$ cat config.mk
export PLATFORM = sky130hd
export DESIGN_NAME = div_seq
export DESIGN_NICKNAME = d
export VERILOG_FILES = /design/src/rtl/div_seq.sv
export SDC_FILE = /design/constraint.sdc
export NUM_CORES = 1
export LEC_CHECK = 0
export CAP_MARGIN = 10
export CORE_MARGIN = 2
export CORE_UTILIZATION = 52
export DETAILED_ROUTE_END_ITERATION = 16
export PLACE_DENSITY = 0.79
export SYNTH_ARGS = -nofsm -noshare
export SYNTH_HDL_FRONTEND = slang
export SYNTH_SLANG_ARGS = --single-unit
export TNS_END_PERCENT = 20
$ cat constraint.sdc
create_clock -name clk -period 2.2 [get_ports clk]
set_input_delay 0.44 -clock clk [delete_from_list [all_inputs] [get_ports clk]]
set_output_delay 0.44 -clock clk [all_outputs]
set_load 0.01 [all_outputs]
$ cat src/rtl/div_seq.sv
// div_seq: sequential 8-bit by 4-bit unsigned restoring divider.
//
// A 9-bit accumulator holds the partial remainder in acc[8:4] and the dividend
// bits in acc[3:0]; each quotient bit takes one SHIFT cycle and one conditional
// SUB cycle. Four iterations produce a 4-bit quotient and a 4-bit remainder.
//
// Ports:
//   clk        rising-edge clock
//   rst        synchronous active-high reset, overrides every other input
//   start      division request, only sampled while idle
//   dividendo  8-bit dividend, captured on the accepting edge
//   divisor    4-bit divisor, captured on the accepting edge
//   quociente  registered quotient, held until the next completed operation
//   resto      registered remainder, held until the next completed operation
//   done       one-cycle pulse; quociente/resto/ovf are valid in this cycle
//   ocupado    high in every state except idle
//   ovf        registered overflow flag
//
// Optional feature: define DIV_OVERFLOW_EN to detect divisor == 0 or a quotient
// that would not fit in 4 bits on the accepting edge; the block then skips the
// iterations, reports ovf=1, quociente=4'hF, resto=0 and goes straight to DONE.
// Without the macro ovf is always 0 and every request runs the full sequence.

module div_seq (
  input  logic       clk,
  input  logic       rst,
  input  logic       start,
  input  logic [7:0] dividendo,
  input  logic [3:0] divisor,
  output logic [3:0] quociente,
  output logic [3:0] resto,
  output logic       done,
  output logic       ocupado,
  output logic       ovf
);

  typedef enum logic [1:0] {StIdle, StShift, StSub, StDone} state_e;

  state_e      state_q, state_d;
  logic [8:0]  acc_q, acc_d;
  logic [3:0]  dvs_q, dvs_d;
  logic [1:0]  cnt_q, cnt_d;
  logic [3:0]  quo_q, quo_d;
  logic [3:0]  rem_q, rem_d;
  logic        done_q, done_d;
  logic        busy_q, busy_d;
  logic        ovf_q, ovf_d;

  logic        take;
  logic [4:0]  diff;
  logic        ovf_hit;

  always_comb begin
    // Partial remainder compared against the zero-extended divisor.
    take = acc_q[8:4] >= {1'b0, dvs_q};
    diff = acc_q[8:4] - {1'b0, dvs_q};

`ifdef DIV_OVERFLOW_EN
    // Quotient fits in 4 bits only if the dividend's upper nibble is below the divisor.
    ovf_hit = (divisor == 4'd0) || (dividendo[7:4] >= divisor);
`else
    ovf_hit = 1'b0;
`endif

    state_d = state_q;
    acc_d   = acc_q;
    dvs_d   = dvs_q;
    cnt_d   = cnt_q;
    quo_d   = quo_q;
    rem_d   = rem_q;
    ovf_d   = ovf_q;

    case (state_q)
      StIdle: begin
        if (start) begin
          acc_d   = {1'b0, dividendo};
          dvs_d   = divisor;
          cnt_d   = 2'd0;
          ovf_d   = 1'b0;
          state_d = StShift;
          if (ovf_hit) begin
            ovf_d   = 1'b1;
            quo_d   = 4'hF;
            rem_d   = 4'h0;
            state_d = StDone;
          end
        end
      end
      StShift: begin
        acc_d   = {acc_q[7:0], 1'b0};
        state_d = StSub;
      end
      StSub: begin
        if (take) begin
          acc_d = {diff, acc_q[3:1], 1'b1};
        end
        if (cnt_q == 2'd3) begin
          // Results are taken from the post-subtract accumulator.
          quo_d   = acc_d[3:0];
          rem_d   = acc_d[7:4];
          state_d = StDone;
        end else begin
          cnt_d   = cnt_q + 2'd1;
          state_d = StShift;
        end
      end
      StDone: begin
        state_d = StIdle;
      end
      default: begin
        state_d = StIdle;
      end
    endcase

    // Status outputs are registered off the next state so they line up with it.
    done_d = (state_d == StDone);
    busy_d = (state_d != StIdle);
  end

  always_ff @(posedge clk) begin
    if (rst) begin
      state_q <= StIdle;
      acc_q   <= 9'd0;
      dvs_q   <= 4'd0;
      cnt_q   <= 2'd0;
      quo_q   <= 4'd0;
      rem_q   <= 4'd0;
      done_q  <= 1'b0;
      busy_q  <= 1'b0;
      ovf_q   <= 1'b0;
    end else begin
      state_q <= state_d;
      acc_q   <= acc_d;
      dvs_q   <= dvs_d;
      cnt_q   <= cnt_d;
      quo_q   <= quo_d;
      rem_q   <= rem_d;
      done_q  <= done_d;
      busy_q  <= busy_d;
      ovf_q   <= ovf_d;
    end
  end

  assign quociente = quo_q;
  assign resto     = rem_q;
  assign done      = done_q;
  assign ocupado   = busy_q;
  assign ovf       = ovf_q;

endmodule

==> impl_metrics.py <==
metrics = {
    "timing": {
        "rsz0062_at_grt": "no",
        "max_freq_mhz": 501,
        "fin_tns_setup_ps": 0,
        "maxSlewViolCount": 0,
        "worst_pin_slew_ps": 610,
        "setup_violations": 0,
        "period_needed_ps": 2000,
        "finClkSkew_ps": 10.5,
        "period_share_pct": 90.8,
        "hold_violations": 0,
        "relSlewSlack_pct": 58.3,
    },
    "run": {
        "cap_viol_max_count": 0,
    },
    "synthesis": {
        "yosysSeqAreaShare_pct": 35.9,
        "synth_cells": 182,
        "synth.ff_latch_count": 27,
        "dominantRegCellSynth": "dfxtp_1",
        "synthesis.area_um2": 1500,
        "synthTopCellsByCount": "dfxtp_1 (27), nor2_1 (21), nand2_1 (19), nand3_1 (15), a21oi_1 (12)",
        "yosysTopAreaCell": "dfxtp_1",
        "synth_edf_count": 0,
        "ys_top_cells_by_area": "dfxtp_1 (36%), ha_1 (8.3%), nor2_1 (5.2%)",
        "synth_top_area_share_pct": 35.9,
        "synth_nets": 208,
        "synthDistinctLibCells": 42,
        "synthArstFlopShare_pct": 0,
        "yosysMostFrequentCell": "dfxtp_1",
        "yosysWarningCount": 0,
        "synth.avg_cell_area_um2": 8.26,
    },
    "cells_and_area": {
        "n_antenna_cell": 0,
        "drive_above_1_share_pct": 7.92,
        "areaGrowthSynthToFinish_pct": 18.6,
        "num-fill-cells": 266,
        "final_nets": 229,
        "fin_util_pct": 64.7,
    },
    "worst_hold_path": {
        "min_to": "resto[2]$_SDFFE_PP0P_",
        "hold_path_depth": 2,
        "min_from": "resto[2]$_SDFFE_PP0P_",
        "hold_path_class": "register to register",
    },
    "global_routing": {
        "grt-busiest-layer": "met2",
        "met3_usage_pct": 3.13,
        "grt_max_degree": 17,
        "global_route.usage.total_pct": 21.5,
        "grt_use_met2_pct": 37.3,
        "grt_overflow": 0,
        "grt_pass1_vias": 1308,
        "antenna_found_initial": 0,
        "grt_pass1_wl_um": 5620,
        "met1_usage_pct": 26.6,
    },
    "routing": {
        "first_pass_iters": 5,
        "via_count": 1357,
        "wirelength_um": 3320,
        "viasPerCell": 5.82,
        "ant_nets": 0,
        "drc": 0,
        "wl_per_cell_um": 14.2,
        "drtIter0Drc": 36,
    },
    "floorplanning": {
        "core-area_um2": 2760,
        "row_count": 19,
        "pin_count": 26,
        "dieArea_um2": 3340,
        "initial_core_util_pct": 54.5,
        "die_w_um": 57.8,
        "die_h_um": 57.8,
    },
    "pwr": {
        "p_per_area_nw_per_um2": 1380,
        "ir_drop_mv": 0.968,
        "p_total_uw": 2460,
        "p_leak_uw": 0.000722,
    },
    "critical_path": {
        "r2r-end": "acc_q[8]$_SDFFE_PP0P_",
        "worst-path-max-fanout": 8,
        "cp_num_buf_inv": 2,
        "r2r_start": "state_q[0]$_SDFF_PP0_",
        "critPathKind": "register to register",
        "crit_path_end_kind": "register",
        "cp_data_required_time_ps": 2480,
        "arrival_ps": 2280,
        "cp_top_family": "simple AND/OR/NAND/NOR gates",
        "max_stage_delay_ps": 420,
        "crit_chain": "inv_1 > ha_1 > nor2b_1 > nor2_1 > buf_4 > nor2_1 > a211oi_1 > o211a_1",
        "start_kind": "register",
        "crit_slowest_cell": "dfxtp_1",
        "crit_path_frequent_cell": "nor2_1",
        "r2r_slack_ps": 200,
        "reg2regPathDepth": 8,
    },
    "clock_tree": {
        "cts_root_buf": "clkbuf_4",
        "htreeDepth": 1,
        "clock-sinks": 27,
        "path_clk_slew_ps": 150,
        "cts_buffers": 3,
        "cts_tree": "built",
        "clk_latency_ps": 330,
        "postCtsSetupBuffers": 0,
        "cts_max_path_buffers": 2,
    },
    "place": {
        "io_buffer_count": 24,
        "dp_hpwl_um": 2480,
        "gp_congestion": 0.867,
    },
    "run_status": {
        "status": "finished, final reports clean",
    },
}
[stage by stage]
| stage | cells | setup WS, ps | hold slack [ps] | instance area, um2 |
|---|---|---|---|---|
| detailed placement | 229 | 154 | 446 | 1750 |
| global placement | 229 | 209 | 442 | 1750 |
| finish | 233 | 203 | 463 | 1780 |
| CTS | 233 | 124 | 465 | 1780 |
| global route | 233 | 22.0 | 482 | 1780 |
| floorplan | 182 | 353 | 436 | 1500 |
[registers in the layout, summed over array words and instances, names as in the netlist]
register   flops
acc_q          9
cnt_q          2
done           1
dvs_q          4
ocupado        1
quociente      4
resto          4
state_q        2
[report_power, final]
| part | switching [uW] | internal, uW | leakage (uW) |
|---|---|---|---|
| Combinational | 821 | 685 | 0.000487 |
| Clock | 150 | 69.7 | 0.0000139 |
| Sequential | 115 | 617 | 0.000221 |
[layout by cell type, fill, tap and decap left out, types with 7 or more instances in the layout]
cell type and n:
nand2_1 19, ha_1 10, dfxtp_1 27, a21oi_1 12
nand3_1 15, inv_1 9, nand2b_1 7, clkdlybuf4s50_1 24
nor2_1 21
[worst max path at each step]
| stage | to | from | depth (start not counted) |
|---|---|---|---|
| 6_report | acc_q[8]$_SDFFE_PP0P_ | state_q[0]$_SDFF_PP0_ | 8 |
| 5_1_grt | acc_q[8]$_SDFFE_PP0P_ | state_q[0]$_SDFF_PP0_ | 8 |
| 4_1_cts | acc_q[5]$_SDFFE_PP0P_ | acc_q[4]$_SDFFE_PP0P_ | 7 |
| 3_5_place_dp | acc_q[5]$_SDFFE_PP0P_ | acc_q[6]$_SDFFE_PP0P_ | 6 |
| 3_3_place_gp | acc_q[6]$_SDFFE_PP0P_ | acc_q[4]$_SDFFE_PP0P_ | 7 |
| 2_1_floorplan | acc_q[8]$_SDFFE_PP0P_ | acc_q[4]$_SDFFE_PP0P_ | 9 |
[per-layer routing]
metal	vias to the layer above	wire, um
met5	-	0
met2	38	1590
met4	0	55
met1	635	1510
li1	677	-
met3	7	165
[what timing repair did]
item / CTS / global route
gates resized for setup: 0 / 1
hold buffers: 0 / 0
endpoints found under the setup margin: 0 / 2
[worst register-to-register path, delay by kind of cell, from the launching register on]
family | cells | cell delay [ps]
AO/OA/AOI/OAI | 2 | 380
flip-flops | 1 | 420
AND/OR/NAND/NOR | 3 | 520
buffers and inverters | 2 | 330
adder cells (fa/ha/maj) | 1 | 280
[area by class of cell]
class | instances | area (um2) | area share (%)
sequential | 27 | 541 | 30.3
timing repair buffer | 29 | 278 | 15.6
tap | 31 | 38.8 | 2.17
multi-input combinational | 133 | 863 | 48.4
clock inverter | 1 | 7.51 | 0.421
inverter | 9 | 33.8 | 1.89
clock buffer | 3 | 22.5 | 1.26
[kinds of logic (layout without fill, tap and decap cells)]
group / after synthesis / count (layout) / synth area share, %
xor+xnor: 2 / 2 / 1.16
mux: 4 / 4 / 3.41
fa+ha+maj: 11 / 11 / 9.65
other cells: 1 / 1 / 0.249
compound gates: 42 / 42 / 20.5
flops: 27 / 27 / 35.9
simple gates: 73 / 73 / 22.5
buf+inv: 22 / 42 / 6.66
(Power assumes the default switching activity.)
